### config.mk
export PLATFORM = sky130hd
export DESIGN_NAME = rpn_calc_ctrl
export DESIGN_NICKNAME = d
export VERILOG_FILES = /design/src/rtl/rpn_calc_ctrl.sv
export SDC_FILE = /design/constraint.sdc
export NUM_CORES = 1
export LEC_CHECK = 0
export CORE_UTILIZATION = 43
export CTS_CLUSTER_DIAMETER = 120
export CTS_CLUSTER_SIZE = 28
export DETAILED_ROUTE_END_ITERATION = 12
export GPL_TIMING_DRIVEN = 0
export HOLD_SLACK_MARGIN = 0.03
export PLACE_DENSITY = 0.88
export SYNTH_ARGS = -nofsm -noshare
export SYNTH_HDL_FRONTEND = slang
export SYNTH_SLANG_ARGS = --single-unit
### constraint.sdc
create_clock -name clk -period 1.9 [get_ports clk]
set_input_delay 0.38 -clock clk [delete_from_list [all_inputs] [get_ports clk]]
set_output_delay 0.38 -clock clk [all_outputs]
set_load 0.02 [all_outputs]
### src/rtl/rpn_calc_ctrl.sv
// rpn_calc_ctrl: entry sequencer for the RPN calculator.
// Steps through operand A, operand B and opcode entry from debounced Enter/Undo
// buttons. Holds the ALU operand/opcode registers, captures the ALU result and
// flags, and picks the value shown on the 7-segment driver.
//
// state        | code | meaning
// WAIT_OPA     | 0    | idle, waiting for Enter to take operand A
// LOAD_OPA     | 1    | OpA <= DataIn this edge
// WAIT_OPB     | 2    | waiting for operand B (Undo returns to WAIT_OPA)
// LOAD_OPB     | 3    | OpB <= DataIn this edge
// WAIT_OP      | 4    | waiting for opcode (Undo returns to WAIT_OPB)
// LOAD_OP      | 5    | OpCode <= DataIn[OP_W-1:0] this edge
// SHOW_RESULT  | 6    | result displayed; Enter chains, Undo backs out
// (unused)     | 7    | recovers to WAIT_OPA

module rpn_calc_ctrl #(
  parameter int WIDTH  = 16,
  parameter int OP_W   = 2,
  parameter int FLAG_W = 5
) (
  input  logic              clk,
  input  logic              reset,
  input  logic              Enter,
  input  logic              Undo,
  input  logic [WIDTH-1:0]  DataIn,
  input  logic [WIDTH-1:0]  AluResult,
  input  logic [FLAG_W-1:0] AluFlags,
  output logic [WIDTH-1:0]  OpA,
  output logic [WIDTH-1:0]  OpB,
  output logic [OP_W-1:0]   OpCode,
  output logic [WIDTH-1:0]  Result,
  output logic [FLAG_W-1:0] Flags,
  output logic [2:0]        Status,
  output logic              ResultValid,
  output logic [WIDTH-1:0]  DisplayValue
);

  localparam logic [2:0] S_WAIT_OPA    = 3'd0;
  localparam logic [2:0] S_LOAD_OPA    = 3'd1;
  localparam logic [2:0] S_WAIT_OPB    = 3'd2;
  localparam logic [2:0] S_LOAD_OPB    = 3'd3;
  localparam logic [2:0] S_WAIT_OP     = 3'd4;
  localparam logic [2:0] S_LOAD_OP     = 3'd5;
  localparam logic [2:0] S_SHOW_RESULT = 3'd6;

  logic [2:0]        state;
  logic [2:0]        state_next;
  logic              enter_prev;
  logic              undo_prev;
  logic              enter_edge;
  logic              undo_edge;
  // High during the first SHOW_RESULT cycle, when the ALU output for the
  // freshly loaded opcode is sampled into Result/Flags.
  logic              capture_pending;
  logic [WIDTH-1:0]  op_a;
  logic [WIDTH-1:0]  op_b;
  logic [OP_W-1:0]   op_code;
  logic [WIDTH-1:0]  result;
  logic [FLAG_W-1:0] flags;

  // Rising-edge detection; prev regs reset high so a held button gives no edge.
  always_comb begin
    enter_edge = Enter & ~enter_prev;
    undo_edge  = Undo & ~undo_prev;
  end

  // State register.
  always_ff @(posedge clk) begin
    if (reset) begin
      state <= S_WAIT_OPA;
    end else begin
      state <= state_next;
    end
  end

  // Next-state decode; Undo takes priority over Enter, LOAD states ignore buttons.
  always_comb begin
    state_next = state;
    case (state)
      S_WAIT_OPA: begin
        if (enter_edge) state_next = S_LOAD_OPA;
      end
      S_LOAD_OPA: state_next = S_WAIT_OPB;
      S_WAIT_OPB: begin
        if (undo_edge)       state_next = S_WAIT_OPA;
        else if (enter_edge) state_next = S_LOAD_OPB;
      end
      S_LOAD_OPB: state_next = S_WAIT_OP;
      S_WAIT_OP: begin
        if (undo_edge)       state_next = S_WAIT_OPB;
        else if (enter_edge) state_next = S_LOAD_OP;
      end
      S_LOAD_OP: state_next = S_SHOW_RESULT;
      S_SHOW_RESULT: begin
        if (undo_edge)       state_next = S_WAIT_OP;
        else if (enter_edge) state_next = S_WAIT_OPB;
      end
      default: state_next = S_WAIT_OPA;
    endcase
  end

  // Operand, opcode, result and edge-history registers.
  always_ff @(posedge clk) begin
    if (reset) begin
      enter_prev      <= 1'b1;
      undo_prev       <= 1'b1;
      capture_pending <= 1'b0;
      op_a            <= '0;
      op_b            <= '0;
      op_code         <= '0;
      result          <= '0;
      flags           <= '0;
    end else begin
      enter_prev      <= Enter;
      undo_prev       <= Undo;
      capture_pending <= (state == S_LOAD_OP);
      case (state)
        S_LOAD_OPA: op_a    <= DataIn;
        S_LOAD_OPB: op_b    <= DataIn;
        S_LOAD_OP:  op_code <= DataIn[OP_W-1:0];
        S_SHOW_RESULT: begin
          if (undo_edge) begin
            result <= '0;
            flags  <= '0;
          end else begin
            if (capture_pending) begin
              result <= AluResult;
              flags  <= AluFlags;
            end
            // Chaining on the capture cycle must use the value being captured.
            if (enter_edge) begin
              op_a <= capture_pending ? AluResult : result;
            end
          end
        end
        default: ;
      endcase
    end
  end

  // Status, valid and display selection derived from the state register.
  always_comb begin
    Status       = state;
    ResultValid  = (state == S_SHOW_RESULT);
    DisplayValue = (state == S_SHOW_RESULT) ? result : DataIn;
  end

  // Register outputs.
  always_comb begin
    OpA    = op_a;
    OpB    = op_b;
    OpCode = op_code;
    Result = result;
    Flags  = flags;
  end

endmodule

======== Yosys cells after proc, flatten, opt, wreduce, memory -nomap -nowiden ========
Cells that the tools add are included.
operators by class
  eq/ne operators ......................... 12
  $add $sub $neg .......................... 0
  shift operators ......................... 0
  $lt $le $gt $ge ......................... 0
  divide/modulo/power cells ............... 0
  multiplexer cells ....................... 16
  reductions and logical operators ........ 6
  multipliers ............................. 0
  bitwise gates (word level) .............. 4
operators with widths
  cell                                                                      count
  16-bit two-way mux                                                        5
  16-bit case mux with 2 select lines                                       1
  3-bit two-way mux                                                         7
  3-bit case mux with 7 select lines                                        1
  5-bit two-way mux                                                         2
  3-bit equality test (second input constant)                               3
  3-bit by 2-bit equality test with 1-bit output (second input constant)    2
  3-bit inequality test (second input constant)                             2
  2-bit inequality test (second input constant)                             2
  4-bit AND reduction                                                       1
  2-bit nonzero test                                                        2
  3-bit by 1-bit equality test with 1-bit output (second input constant)    1
  3-bit zero test                                                           1
  3-bit by 1-bit inequality test with 1-bit output (second input constant)  1
  3-bit AND reduction                                                       1
  1-bit bitwise AND                                                         2
  2-bit by 1-bit inequality test with 1-bit output (second input constant)  1
  1-bit NOT                                                                 2
  2-bit AND reduction                                                       1
storage, ports and cells
  register bits after elaboration ......... 61
  bits in latches ......................... 0
  bits in writable memories ............... 0
  input bits .............................. 41
  bits in read-only memories .............. 0
  memories kept ........................... 0
  output and inout bits ................... 75

======== Depth between registers and ports, before layout ========
  depth in word-level cells ............... 5
  gate-level depth with buffers ........... 8

======== Worst setup path after synthesis ========
Ideal clock, no wire load.
  kind .................................... register -> output
  start ................................... register state[2] (netlist: Status[2])
  end ..................................... output DisplayValue[10]
  stages on the path, launching flop included .. 9
  data required time ...................... 1,520 ps
  data arrival time ....................... 1,602 ps
  path slack .............................. -82 ps
  cell sequence ........................... dfxtp_1 -> buf_2 -> nand3b_4 -> buf_6 -> inv_2 -> buf_2 -> buf_2 -> nand2_1 -> nand2_1
on the way
  cells in the longest elaborated chain, start to end .. 2
RTL lines
  what                    RTL line  text
  start, declared         46        logic [2:0] state;
  start signal, assigned  72        state <= state_next;
  3-bit equality test     n/a
  named net ResultValid   34        output logic ResultValid,
  16-bit two-way mux      145       DisplayValue = (state == S_SHOW_RESULT) ? result : DataIn;
  end, declared           35        output logic [WIDTH-1:0] DisplayValue
The timed path passes the listed nets, and every way through them passes these cells.

======== Final worst setup path ========
  start ................................... register state[1] (netlist: Status[1])
  end ..................................... output DisplayValue[6]
on the way
  cells in the longest elaborated chain, start to end .. 2
RTL lines
  what                 RTL line
  3-bit equality test  145
  16-bit two-way mux   145
No other way between the ends.

==> flow_metrics.py <==
metrics = {
    "outcome": {
        "status": "complete, no violations",
    },
    "setup_path": {
        "cp_cell_sequence": "buf_8, nand3b_4, inv_6, buf_8, nand2_1, nand2_1, buf_2",
        "critPathCaptureType": "primary output",
        "crit_fanout": 7,
        "crit_path_top_delay_cell": "dfxtp_4",
        "critical_path.top_delay_family": "buffers and inverters",
        "arrival_ns": 1.50,
        "worst-path-buf-inv": 4,
        "crit_path_start_kind": "register",
        "crit_path_max_incr_delay_ns": 0.37,
        "crit_type": "reg -> out",
        "worst-endpoint-required_ns": 1.52,
    },
    "cts": {
        "worstSkewPairLatency_ns": 0.35,
        "clk_path_buf_depth": 2,
        "clkSinkCount": 61,
        "number_of_buffers_added_by_the_clock_tree_synthesis_step": 9,
        "cts_hold_repair.buffers": 0,
        "ctsHtreeMaxLevel": 3,
        "cts_tree": "yes",
        "root_buffer": "clkbuf_8",
        "clk_pin_slew_ns": 0.07,
    },
    "finish": {
        "finish.utilization_pct": 70.9,
        "area.growth.synth_to_final_pct": 55.9,
        "layout.cells.non_filler": 554,
        "diodes": 0,
        "stdcell_area_mm2": 0.00429,
        "drive_above_1_share_pct": 15.7,
        "nNetsFinal": 515,
    },
    "detailed_routing": {
        "avgViaCountPerCell": 5.53,
        "route.antenna.remaining_nets": 0,
        "drt-wirelength-per-cell_um": 17.0,
        "drt_pass1_iterations": 5,
        "post-route-drc-count": 0,
        "detailedRoute.firstIterationViolations": 223,
        "wl_um": 9410,
        "vias": 3064,
    },
    "floorplan": {
        "initial_core_util_pct": 45.4,
        "die_y_um": 82.0,
        "fp-row-count": 28,
        "io_pins": 116,
        "die_x_um": 82.0,
        "dieArea_mm2": 0.00673,
        "core_area_mm2": 0.00606,
    },
    "sta": {
        "layout_min_cycle_time_ns": 1.88,
        "slew_headroom_pct": 65.4,
        "report.final.setup_viol": 0,
        "fin_crit_sh_pct": 99.1,
        "max_slew.worst_pin.slew_ns": 0.518,
        "achievable-frequency_mhz": 531,
        "timing.clock.skew_ns": 0.0102,
        "hold_viol": 0,
        "rsz0062_at_grt": "yes",
        "final_count_of_pins_violating_max_slew": 0,
    },
    "place": {
        "dp_hpwl_um": 6560,
        "portBuffers": 114,
        "place_inst": 530,
        "routabilityCongestion": 0.825,
        "placed_area_mm2": 0.00400,
    },
    "run": {
        "cap_violations": 0,
    },
    "logic_synthesis": {
        "synthDistinctLibCells": 24,
        "yosys_most_used_dff": "dfxtp_1",
        "yosys_warnings": 0,
        "cell_area_after_synthesis_mm2": 0.00275,
        "synthesized_netlist_cell_count": 341,
        "synth_nets": 382,
        "synth.yosys.seq_area_share_pct": 44.3,
        "synth.ff_latch_count": 61,
        "synth-edff-count": 0,
        "syn_avg_cell_area_um2": 8.08,
        "synthArstFlopShare_pct": 0,
    },
    "pwr": {
        "switching_share_pct": 24.2,
        "power.share.combinational_pct": 10.5,
        "ir_drop_mv": 0.452,
        "clkPwrFrac_pct": 42.0,
        "proportion_of_power_drawn_by_flip_flops_and_latches_pct": 47.5,
        "cellInternalPower_uw": 2070,
        "power_per_cell_area_mw_per_mm2": 636,
        "leakage_uw": 0.00160,
        "netSwitchingPower_uw": 659,
    },
    "global_route": {
        "gr-usage-all-layers_pct": 27.7,
        "grt_pass1_vias": 2814,
        "globalRouteOverflowTotal": 0,
        "grt_pass1_wl_um": 13800,
        "antenna_found_initial": 0,
        "grt_start_max_net_pins": 14,
    },
    "worst_hold_path": {
        "timing.hold.worst.class": "reg -> reg",
    },
}
==> synth_stat cells (3+ instances only) <==
master	number	share of area [%]
buf_2	14	2.5
clkbuf_1	12	1.6
buf_6	5	2.0
dfxtp_1	61	44
a32oi_1	21	6.7
nand2_1	113	15
mux2i_1	18	6.5
nor2_1	29	4.0
o211ai_1	16	4.4
nand2b_1	3	0.68
a21oi_1	34	6.2
or2_2	3	0.68
==> cells in the final DEF, fill, tap and decap left out <==
cell type,netlist,routed
clkinvlp_4,0,1
inv_6,0,1
clkbuf_8,0,11
nand3b_1,1,1
a21oi_1,34,34
maj3_1,1,1
buf_8,0,3
buf_4,0,18
nor2_1,29,29
dfxtp_2,0,1
o22a_1,1,1
a2111oi_0,1,1
nor4_1,1,1
buf_6,5,9
or2_2,3,3
mux2i_1,18,18
o21ai_1,1,1
clkbuf_16,0,1
nand3b_4,1,1
clkinv_2,0,2
dfxtp_4,0,2
dfxtp_1,61,58
o32a_4,1,1
nor2b_1,1,1
nand2_2,0,5
o211ai_1,16,16
buf_2,14,14
o32ai_4,1,1
o211a_1,1,1
bufinv_16,0,1
clkdlybuf4s50_1,0,97
nand2_1,113,108
nand2b_1,3,3
clkbuf_1,12,12
a32oi_1,21,21
==> metal layers <==
metal	vias to the layer above	GRT usage (%)	wire [µm]
met5	-	0	0
li1	1442	-	-
met1	1420	33.7	3840
met3	28	8.56	733
met4	0	13.5	278
met2	174	44.1	4560
==> timing repair <==
action	in CTS	in global routing
endpoints found under the setup margin	17	27
gates resized for setup	80	33
setup buffers	5	5
gates cloned	0	1
pin swaps	0	2
==> worst reg2reg max path, cell delays in order, from the launching register on <==
cell and delay, ns:
dfxtp_2 0.34, buf_6 0.13, or2_2 0.11, clkbuf_1 0.24, clkbuf_1 0.46, nand2_1 0.15, a21oi_1 0.23
==> stage by stage <==
stage | hold slack [ns] | power (µW) | worst slack [ns] | TNS [ns]
finish | 0.455 | 2730 | 0.0165 | 0
global route | 0.471 | 2810 | -0.0676 | -0.210
CTS | 0.456 | 2710 | -0.00333 | -0.00333
detailed placement | 0.447 | 1610 | -0.508 | -9.34
global placement | 0.439 | 1600 | -0.452 | -8.22
floorplan | 0.487 | 1430 | 0.0135 | 0
==> registers in the layout (all words and copies together) (netlist names) <==
register	cells
OpA	16
OpB	16
Result	16
Flags	5
Status	3
OpCode	2
capture_pending	1
enter_prev	1
undo_prev	1
==> area by class of cell <==
cell class                      count  area [µm²]
Timing Repair Buffer              125        1210
Inverter                            1        8.76
Multi-Input combinational cell    248        1370
Clock inverter                      4        47.5
Sequential cell                    61        1230
Tap cell                           75        93.8
Fill cell                         449        1770
Buffer                             28         185
Clock buffer                       12         145
==> power groups by stage <==
stage	combinational [µW]	clock (µW)	sequential [µW]
after detailed placement	280	0	1330
after CTS	267	1150	1300
final	288	1150	1300
after floorplan	92.9	0	1340
after global routing	301	1210	1300
after global placement	277	0	1330
==> worst paths after layout <==
| check | from | end | slack, ns | cells past startpoint |
|---|---|---|---|---|
| worst max-delay path | Status[1] | DisplayValue[6] | 0.02 | 7 |
| worst min register to register | OpB[6] | OpB[6] | 0.46 | 2 |
| worst min-delay path | OpB[6] | OpB[6] | 0.46 | 2 |
| worst max register to register | Status[2] | OpB[10] | 0.16 | 6 |
==> cells by family (layout without fill, tap and decap cells) <==
logic type	count (synthesis)	after routing	share of synthesized area [%]
buf+inv	32	170	6.36
flops	61	61	44.3
compound gates	77	77	20.2
mux	18	18	6.54
fa+ha+maj	1	1	0.363
simple gates	152	152	22.2
(Power assumes the default switching activity.)
